`src/rtl/matrix_stream_tx_pkg.sv`:
```
// Shared definitions for the matrix/vector AXIS stream: FSM encoding, header geometry
// and lane slicing used by both the transmit end and the processing block.
package matrix_stream_tx_pkg;

  typedef enum logic [1:0] {
    ST_IDLE = 2'd0,
    ST_HDR  = 2'd1,
    ST_VEC  = 2'd2
  } state_e;

  localparam int MAT_ELEMS = 12;
  localparam int HDR_BEATS = 3;

  function automatic int lane_lsb(input int lane, input int width);
    return lane * width;
  endfunction

endpackage

```
`src/rtl/axis_out_reg.sv`:
```
// Single-entry AXIS output register: load a beat, hold it under backpressure,
// drop valid on handshake. Loading while draining keeps full throughput.
module axis_out_reg #(
  parameter int WIDTH = 64
) (
  input  logic             clk,
  input  logic             rst_n,
  input  logic             i_load,
  input  logic [WIDTH-1:0] i_data,
  input  logic             i_last,
  input  logic             i_tready,
  output logic             o_tvalid,
  output logic [WIDTH-1:0] o_tdata,
  output logic             o_tlast,
  output logic             o_can_load
);

  logic             r_valid;
  logic [WIDTH-1:0] r_data;
  logic             r_last;

  assign o_can_load = !r_valid || i_tready;
  assign o_tvalid   = r_valid;
  assign o_tdata    = r_data;
  assign o_tlast    = r_last;

  // NOTE: sequential state uses non-blocking assignments so every register samples
  // pre-edge values regardless of block ordering.
  always_ff @(posedge clk or negedge rst_n) begin
    if (!rst_n) begin
      r_valid <= 1'b0;
      r_data  <= '0;
      r_last  <= 1'b0;
    end else if (i_load) begin
      r_valid <= 1'b1;
      r_data  <= i_data;
      r_last  <= i_last;
    end else if (i_tready) begin
      r_valid <= 1'b0;
    end
  end

endmodule

```
`src/rtl/matrix_stream_tx.sv`:
```
// Matrix/vector AXIS transmitter: three coefficient header beats followed by
// num_vec forwarded upstream vector beats, tlast on the final vector.
module matrix_stream_tx
  import matrix_stream_tx_pkg::*;
#(
  parameter int DATA_WIDTH = 16,
  parameter int LANES      = 4,
  parameter int CNT_WIDTH  = 16
) (
  input  logic                        aclk,
  input  logic                        aresetn,
  input  logic                        cfg_we,
  input  logic [3:0]                  cfg_addr,
  input  logic [DATA_WIDTH-1:0]       cfg_wdata,
  input  logic                        start,
  input  logic [CNT_WIDTH-1:0]        num_vec,
  output logic                        busy,
  output logic                        done,
  input  logic [LANES*DATA_WIDTH-1:0] v_tdata,
  input  logic                        v_tvalid,
  output logic                        v_tready,
  output logic [LANES*DATA_WIDTH-1:0] m_tdata,
  output logic                        m_tvalid,
  input  logic                        m_tready,
  output logic                        m_tlast
);

  localparam logic [1:0]           LAST_HDR = 2'(HDR_BEATS - 1);
  localparam logic [CNT_WIDTH-1:0] ONE      = CNT_WIDTH'(1);

  state_e                      r_state, w_next;
  logic [1:0]                  r_hdr_idx;
  logic [CNT_WIDTH-1:0]        r_num;
  logic [CNT_WIDTH-1:0]        r_acc;
  logic                        r_done;
  logic [DATA_WIDTH-1:0]       r_mat [MAT_ELEMS];

  logic                        w_start_ok, w_cfg_ok, w_m_hs, w_v_hs, w_can_load;
  logic                        w_load, w_load_last, w_v_ready;
  logic [1:0]                  w_hdr_sel;
  logic [LANES*DATA_WIDTH-1:0] w_hdr_data, w_load_data;

  assign w_start_ok  = start && (num_vec != '0);
  assign w_cfg_ok    = cfg_we && (r_state == ST_IDLE) && (cfg_addr < 4'(MAT_ELEMS));
  assign w_m_hs      = m_tvalid && m_tready;
  assign w_v_hs      = w_v_ready && v_tvalid;
  assign w_hdr_sel   = (r_state == ST_HDR) ? r_hdr_idx + 2'd1 : 2'd0;
  assign w_load_data = (r_state == ST_VEC) ? v_tdata : w_hdr_data;

  assign busy     = (r_state != ST_IDLE);
  assign done     = r_done;
  assign v_tready = w_v_ready;

  // Header beat k, lane j carries coefficient 4k+j (row-major).
  always_comb begin
    w_hdr_data = '0;
    for (int j = 0; j < LANES; j++) begin
      if (int'(w_hdr_sel) * LANES + j < MAT_ELEMS)
        w_hdr_data[lane_lsb(j, DATA_WIDTH) +: DATA_WIDTH] = r_mat[4'(int'(w_hdr_sel) * LANES + j)];
    end
  end

  always_ff @(posedge aclk or negedge aresetn) begin
    if (!aresetn) r_state <= ST_IDLE;
    else          r_state <= w_next;
  end

  // NOTE: every signal assigned here gets a default first, so no path leaves one
  // unassigned and no latch is inferred.
  always_comb begin
    w_next      = r_state;
    w_load      = 1'b0;
    w_load_last = 1'b0;
    w_v_ready   = 1'b0;
    case (r_state)
      ST_IDLE: begin
        if (w_start_ok) begin
          w_next = ST_HDR;
          w_load = 1'b1;
        end
      end
      ST_HDR: begin
        if (w_m_hs) begin
          if (r_hdr_idx == LAST_HDR) w_next = ST_VEC;
          else                       w_load = 1'b1;
        end
      end
      ST_VEC: begin
        w_v_ready = (r_acc != r_num) && w_can_load;
        if (w_v_ready && v_tvalid) begin
          w_load      = 1'b1;
          w_load_last = (r_acc == r_num - ONE);
        end
        if (w_m_hs && m_tlast) w_next = ST_IDLE;
      end
      default: w_next = ST_IDLE;
    endcase
  end

  // NOTE: the coefficient store is reset explicitly because a mid-frame reset
  // must leave a clean all-zero matrix, not stale values.
  always_ff @(posedge aclk or negedge aresetn) begin
    if (!aresetn) begin
      r_hdr_idx <= '0;
      r_num     <= '0;
      r_acc     <= '0;
      r_done    <= 1'b0;
      for (int i = 0; i < MAT_ELEMS; i++) r_mat[i] <= '0;
    end else begin
      r_done <= (r_state == ST_VEC) && w_m_hs && m_tlast;
      if (w_cfg_ok) r_mat[cfg_addr] <= cfg_wdata;
      case (r_state)
        ST_IDLE: begin
          if (w_start_ok) begin
            r_num     <= num_vec;
            r_acc     <= '0;
            r_hdr_idx <= '0;
          end
        end
        ST_HDR: if (w_m_hs && r_hdr_idx != LAST_HDR) r_hdr_idx <= r_hdr_idx + 2'd1;
        ST_VEC: if (w_v_hs) r_acc <= r_acc + ONE;
        default: ;
      endcase
    end
  end

  axis_out_reg #(.WIDTH(LANES*DATA_WIDTH)) u_out (
    .clk        (aclk),
    .rst_n      (aresetn),
    .i_load     (w_load),
    .i_data     (w_load_data),
    .i_last     (w_load_last),
    .i_tready   (m_tready),
    .o_tvalid   (m_tvalid),
    .o_tdata    (m_tdata),
    .o_tlast    (m_tlast),
    .o_can_load (w_can_load)
  );

endmodule

```
`config.mk`:
```
export PLATFORM = sky130hd
export DESIGN_NAME = matrix_stream_tx
export DESIGN_NICKNAME = d
export VERILOG_FILES = /design/src/rtl/matrix_stream_tx_pkg.sv /design/src/rtl/axis_out_reg.sv /design/src/rtl/matrix_stream_tx.sv
export SDC_FILE = /design/constraint.sdc
export NUM_CORES = 1
export LEC_CHECK = 0
export ABC_AREA = 0
export CAP_MARGIN = 20
export CORE_MARGIN = 3
export CORE_UTILIZATION = 56
export DETAILED_ROUTE_END_ITERATION = 8
export PLACE_DENSITY_LB_ADDON = 0.15
export SLEW_MARGIN = 10
export SYNTH_ARGS = -nofsm -noshare
export SYNTH_HDL_FRONTEND = slang
export SYNTH_SLANG_ARGS = --single-unit
```
`constraint.sdc`:
```
create_clock -name aclk -period 2.8 [get_ports aclk]
set_input_delay 0.84 -clock aclk [delete_from_list [all_inputs] [get_ports aclk]]
set_output_delay 0.84 -clock aclk [all_outputs]
set_load 0.01 [all_outputs]
```
==> metrics.csv, run 1 <==
stage;metric;value;unit
run_status;status;complete, no violations;
detailed_routing;drcViolationCount;0;
pwr;ir_drop;0.0005878;V
synthesis;synth.distinct_cells;58;
cts;clock-sinks;295;
cells_and_area;diodes;0;
pwr;p_leak;0.008708;uW
global_routing;grt_pass1_vias;11520;
critical_path;r2r_end;u_out.o_tlast$_DFFE_PN0P_;
die;dieArea;28090;um^2
synthesis;netlist.top_cell.by_area;dfrtp_1;
critical_path;arrival;1.94;ns
synthesis;avgSynthCellArea;11.22;um^2
global_routing;antenna_found_initial;0;
synthesis;synth_edf_count;0;
critical_path;crit_fanout;5;
place;io_buffers;174;
critical_path;crit_buf_inv;1;
critical_path;worstSetupPathType;register to output pin;
critical_path;worstSetupEndpointType;output pin;
critical_path;crit_chain;xnor2_2 > nor4b_4 > and3_4 > a21oi_2 > buf_2;
cells_and_area;fin_nets;1594;
critical_path;reg2reg_from;r_num[1]$_DFFE_PN0P_;
synthesis;synth_area;14620;um^2
synthesis;synth_top_area_share;50.48;%
place;gp_congestion;0.8726;
cells_and_area;fin_util;72.53;%
sta;min_period;2.785;ns
critical_path;slowest_delay;0.46;ns
synthesis;synth_nets;1412;
sta;rsz0062_at_grt;true;
detailed_routing;via_per_inst;6.058;
critical_path;crit_path_start;r_acc[5]$_DFFE_PN0P_;
sta;fmax;359.1;MHz
die;die_w;167.6;um
die;design.core.area;25400;um^2
place;dp_slack;-0.5150;ns
critical_path;path_delay_family;simple AND/OR/NAND/NOR gates;
detailed_routing;totalWireLength;38380;um
die;die_y;167.6;um
synthesis;synth_commonest_cells;295 x dfrtp_1, 195 x nand2_1, 103 x mux2_1, 93 x mux2_2, 88 x nor2_1;
die;placement_rows;58;
sta;tightest_slew;0.7464;ns
critical_path;crit_path_start_kind;register;
sta;setup_slack;0.01548;ns
die;ioPinCount;175;
global_routing;grt_max_degree;130;
sta;finClkSkew;0.01128;ns
place;dpl.hpwl;24390;um
pwr;p_per_area;493.5;nW/um^2
cts;htreeDepth;1;
critical_path;reg2reg_depth;8;
sta;finalCritPeriodShare;99.45;%
sta;finalHoldViolations;0;
synthesis;yosys_warnings;0;
cts;tritoncts;built;
sta;finalSetupViolCount;0;
global_routing;grt_use_total;27.15;%
synthesis;synth-seq-cells;295;
cts;clk_pin_slew;0.07;ns
sta;hold-worst-slack;0.2562;ns
sta;slew_headroom;50.08;%
detailed_routing;dr.pass1.iters;9;
synthesis;synthCells;1303;
synthesis;yosysSeqAreaShare;50.48;%
cells_and_area;drive_gt1_share;21.83;%
critical_path;required;1.96;ns
sta;final_max_slew_viol_count;0;
min_path;hp-class;input pin to async pin;
critical_path;cp_slowest_cell;dfrtp_2;
detailed_routing;wire_per_inst;20.89;um
cells_and_area;area_delta_synth_final;25.98;%
cts;clock_latency;0.55;ns
die;initial_core_util;57.57;%
detailed_routing;ant_nets;0;
critical_path;timing.reg2reg.setup_slack;0.32;ns
cts;cts-buffers-inserted;30;
global_routing;grt-ovfl-total;0;
job;max_cap_violations;0;
synthesis;yosys-top-cells-area;dfrtp_1 50%, mux2_1 7.9%, mux2_2 7.2%;
synthesis;synth_ff_type;dfrtp_1;
synthesis;yosysMostFrequentCell;dfrtp_1;
detailed_routing;drt_iter0_markers;1294;
cts;clock_path_buffers;3;
detailed_routing;route.vias.total;11130;
global_routing;grt_pass1_wl;61960;um
synthesis;synthArstFlopShare;100.0;%
cts;cts_root_buffer;clkbuf_16;
## what timing repair did
action,CTS,global route
hold buffers,0,0
setup buffers,4,0
resized for setup,10,6
hold endpoints to repair,0,0
setup endpoints to repair,1,6
pin swaps,5,4
## routing by layer
metal,part of all wire (%),global-route usage (%),wire (um),up-vias
met3,6.3,4.273,2417,77
met5,0,0,0,-
met1,42,37.26,16220,5587
met4,3.7,10.21,1432,0
met2,48,44.03,18320,394
li1,-,-,-,5070
## worst max-delay path by stage
stage	endpoint	slack, ns	cells past startpoint
floorplan	u_out.o_tdata[0]$_DFFE_PN0P_	0.27	8
global placement	u_out.o_tdata[62]$_DFFE_PN0P_	-0.43	9
detailed placement	u_out.o_tdata[19]$_DFFE_PN0P_	-0.52	9
CTS	v_tready	-0.03	5
global route	v_tready	-0.03	5
finish	v_tready	0.02	5
## layout by cell type (no fill, tap or decap), types with 64 or more instances in the layout
master | Yosys | final
clkdlybuf4s50_1 | 0 | 172
o21ai_0 | 71 | 71
nand2_1 | 195 | 195
mux2_2 | 93 | 93
nor2_1 | 88 | 88
a21oi_1 | 70 | 69
buf_4 | 0 | 64
dfrtp_1 | 295 | 293
mux2_1 | 103 | 103
a222oi_1 | 64 | 64
## flip-flops by register name (all words and copies together), names as in the netlist
| signal | cells |
|---|---|
| r_mat | 192 |
| u_out.o_tdata | 64 |
| r_acc | 16 |
| r_num | 16 |
| r_hdr_idx | 2 |
| r_state | 2 |
| done | 1 |
| u_out.o_tlast | 1 |
| u_out.o_tvalid | 1 |
## layout make-up
cell class / count / area, um^2
Sequential cell: 295 / 7387
Fill cell: 1817 / 6978
Multi-Input combinational cell: 890 / 6809
Timing Repair Buffer: 260 / 2663
Clock buffer: 38 / 862.1
Tap cell: 330 / 412.9
Clock inverter: 16 / 257.7
Inverter: 8 / 30.03
## power by group
part	leakage (uW)	switching, uW	internal [uW]
registers	0.00410	0	4260
logic	0.00405	180	157
clock network	0.000557	1690	2800
## logic make-up (layout without fill, tap and decap cells)
kind of cell | count (synthesis) | after routing | share of synthesized area, %
XOR/XNOR | 24 | 24 | 1.438
flip-flops | 295 | 295 | 50.48
AO/OA/AOI/OAI | 234 | 234 | 11.17
adder cells (fa/ha/maj) | 3 | 3 | 0.2567
buffers and inverters | 118 | 322 | 3.551
multiplexers | 264 | 264 | 21.80
AND/OR/NAND/NOR | 365 | 365 | 11.29
## through the flow
step	area (um^2)	setup TNS (ns)	instances	power, uW
floorplan	14620	0	1303	4374
global placement	17210	-27.05	1779	4679
detailed placement	17210	-33.16	1779	4682
CTS	18390	-0.02930	1837	9156
global route	18420	-0.03409	1837	9359
finish	18420	0	1837	9090
(Power assumes the default switching activity.)
==> inputs of run 2 (changes only) <==
CORE_UTILIZATION = 50   (was 56)
==> run 2 against run 1 <==
Against the previous run: clock-buffer cell count increased by 2; final cell count rose by 3.3%; critical endpoint unchanged; worst setup slack better by 0.014 ns; die area increased by 12%; via count decreased by 1.0%; non-clock buffer count is 9 higher; routed wire length down 0.27%; highest routed layer unchanged; cell area rose by 0.43%; critical path depth did not move.
==> metrics.csv, run 2 (synthesis results as in run 1) <==
stage;metric;value;unit;change
detailed_routing;wl_met1;17130;um;+5.6%
cells_and_area;largest_reg_flops;192;;unchanged
cells_and_area;final_common_cell;dfrtp_1;;
cts;clock-sinks;295;;unchanged
detailed_routing;met3_wirelength;2136;um;-12%
cells_and_area;diodes;0;;unchanged
detailed_routing;ant_nets;0;;unchanged
critical_path;worstSetupEndpointType;output pin;;
sta;finalSetupViolCount;0;;unchanged
place;dpl.hpwl;24930;um;+2.2%
sta;finalHoldViolations;0;;unchanged
job;max_cap_violations;0;;unchanged
place;gp_congestion;0.8553;;-2.0%
pwr;p_clk_share;48.2;%;-1.2 points
global_routing;grt_pass1_vias;11100;;-3.7%
detailed_routing;wl_met2;18150;um;-0.89%
detailed_routing;drt_iter0_markers;1110;;-14%
critical_path;path_delay_family;simple AND/OR/NAND/NOR gates;;
die;ioPinCount;175;;unchanged
sta;finalCritPeriodShare;98.95;%;-0.49 points
cells_and_area;registers.top_by_ff_count;r_mat;;
cts;clock_path_buffers;3;;unchanged
detailed_routing;drcViolationCount;0;;unchanged
critical_path;required;1.96;ns;about the same
detailed_routing;wire_per_inst;20.17;um;-3.5%
sta;slew_headroom;42.26;%;-7.8 points
cts;htreeDepth;1;;unchanged
min_path;hp-class;input pin to async pin;;
cts;clk_pin_slew;0.06;ns;about the same
critical_path;slowest_delay;0.41;ns;-0.05 ns
die;design.core.area;28320;um^2;+11%
die;die_w;177.0;um;+5.6%
sta;fmax;360.9;MHz;+0.50%
critical_path;crit_fanout;2;;-3
die;die_y;177.0;um;+5.6%
detailed_routing;via_per_inst;5.803;;-4.2%
cells_and_area;fin_nets;1604;;+0.63%
detailed_routing;routed.top_layer;met4;;
critical_path;arrival;1.93;ns;about the same
die;dieArea;31330;um^2;+12%
global_routing;grt_pass1_wl;61220;um;-1.2%
run_status;status;complete, no violations;;
cells_and_area;final_cell_mix;293 x dfrtp_1, 195 x nand2_1, 172 x clkdlybuf4s50_1;;
sta;hold-worst-slack;0.2379;ns;-0.01831 ns
detailed_routing;route.vias.total;11010;;-1.0%
pwr;p_comb_share;3.9;%;+0.2 points
global_routing;grt_max_degree;72;;-45%
pwr;p_per_area;481.3;nW/um^2;-2.5%
cts;cts_root_buffer;clkbuf_16;;
die;initial_core_util;51.64;%;-5.9 points
cells_and_area;fin_util;65.34;%;-7.2 points
cts;clock_latency;0.56;ns;about the same
global_routing;grt-ovfl-total;0;;unchanged
detailed_routing;dr.pass1.iters;7;;-2
critical_path;crit_path_start_kind;register;;
pwr;p_seq_share;47.9;%;+1.0 points
critical_path;crit_buf_inv;1;;unchanged
global_routing;antenna_found_initial;1;;+1
pwr;p_sw;1919;uW;+2.8%
cts;tritoncts;built;;
pwr;power.total;8904;uW;-2.0%
cts;cts-buffers-inserted;31;;+3.3%
sta;setup_tns;0;ns;unchanged
detailed_routing;totalWireLength;38280;um;-0.27%
cells_and_area;area_delta_synth_final;26.52;%;
critical_path;crit_chain;xor2_2 > nor4b_4 > and3_4 > a21oi_2 > buf_2;;
critical_path;cp_slowest_cell;dfrtp_1;;
sta;finClkSkew;0.01094;ns;-0.0003408 ns
pwr;p_int;6985;uW;-3.3%
cells_and_area;drive_gt1_share;22.43;%;+0.60 points
sta;rsz0062_at_grt;true;;
pwr;swShare;21.55;%;+1.0 points
pwr;ir_drop;0.0004629;V;-21%
sta;final_max_slew_viol_count;0;;unchanged
place;io_buffers;174;;unchanged
die;placement_rows;61;;+5.2%
sta;min_period;2.771;ns;-0.01379 ns
sta;tightest_slew;0.8633;ns;+0.1168 ns
pwr;p_leak;0.008717;uW;+0.10%
global_routing;grt_use_total;24.40;%;-2.7 points
critical_path;worstSetupPathType;register to output pin;;
-- run 2: power groups by stage --
stage               logic, uW  clock network, uW  registers, uW
floorplan                31.8                  0           4340
global placement          348                  0           4340
detailed placement        351                  0           4340
CTS                       353               4370           4260
global route              376               4540           4260
finish                    346               4300           4260
-- run 2: final cells by class --
| type | instances | area [um^2] |
|---|---|---|
| clock inverters | 18 | 211.5 |
| well taps | 378 | 473.0 |
| clock buffers | 40 | 869.6 |
| inverters | 8 | 30.03 |
| flip-flops and latches | 295 | 7387 |
| multi-input cells | 890 | 6824 |
| repair buffers | 269 | 2705 |
| fillers | 2210 | 9816 |
-- run 2: final timing paths --
kind	end	start	slack [ns]	cells past startpoint
max	v_tready	r_acc[11]$_DFFE_PN0P_	0.03	5
min	r_num[10]$_DFFE_PN0P_	aresetn	0.24	1
max reg2reg	u_out.o_tdata[37]$_DFFE_PN0P_	r_state[1]$_DFFE_PN0P_	0.23	6
min reg2reg	r_hdr_idx[1]$_DFFE_PN0P_	r_hdr_idx[1]$_DFFE_PN0P_	0.49	2
max in group asynchronous	r_mat[106]$_DFFE_PN0P_	aresetn	1.82	2
min in group aclk	r_hdr_idx[1]$_DFFE_PN0P_	r_hdr_idx[1]$_DFFE_PN0P_	0.49	2
-- run 2: metrics by stage --
step	setup WS [ns]	cells	cell area, um^2
floorplan	0.2652	1303	14620
global placement	-0.4747	1835	17310
detailed placement	-0.5102	1835	17310
CTS	0.007196	1896	18460
global route	-0.04681	1898	18500
finish	0.02927	1898	18500
-- run 2: timing repair --
| item | CTS | global route |
|---|---|---|
| resized for setup | 11 | 6 |
| setup buffers | 3 | 2 |
| hold buffers | 0 | 0 |
| pin swaps | 5 | 2 |
| gates cloned | 0 | 0 |
| endpoints found under the setup margin | 1 | 19 |
-- run 2: layer usage --
metal | GRT usage, % | vias up
met3 | 3.239 | 47
met1 | 34.46 | 5565
met4 | 5.532 | 0
li1 | - | 5081
met2 | 40.48 | 321
met5 | 0 | -
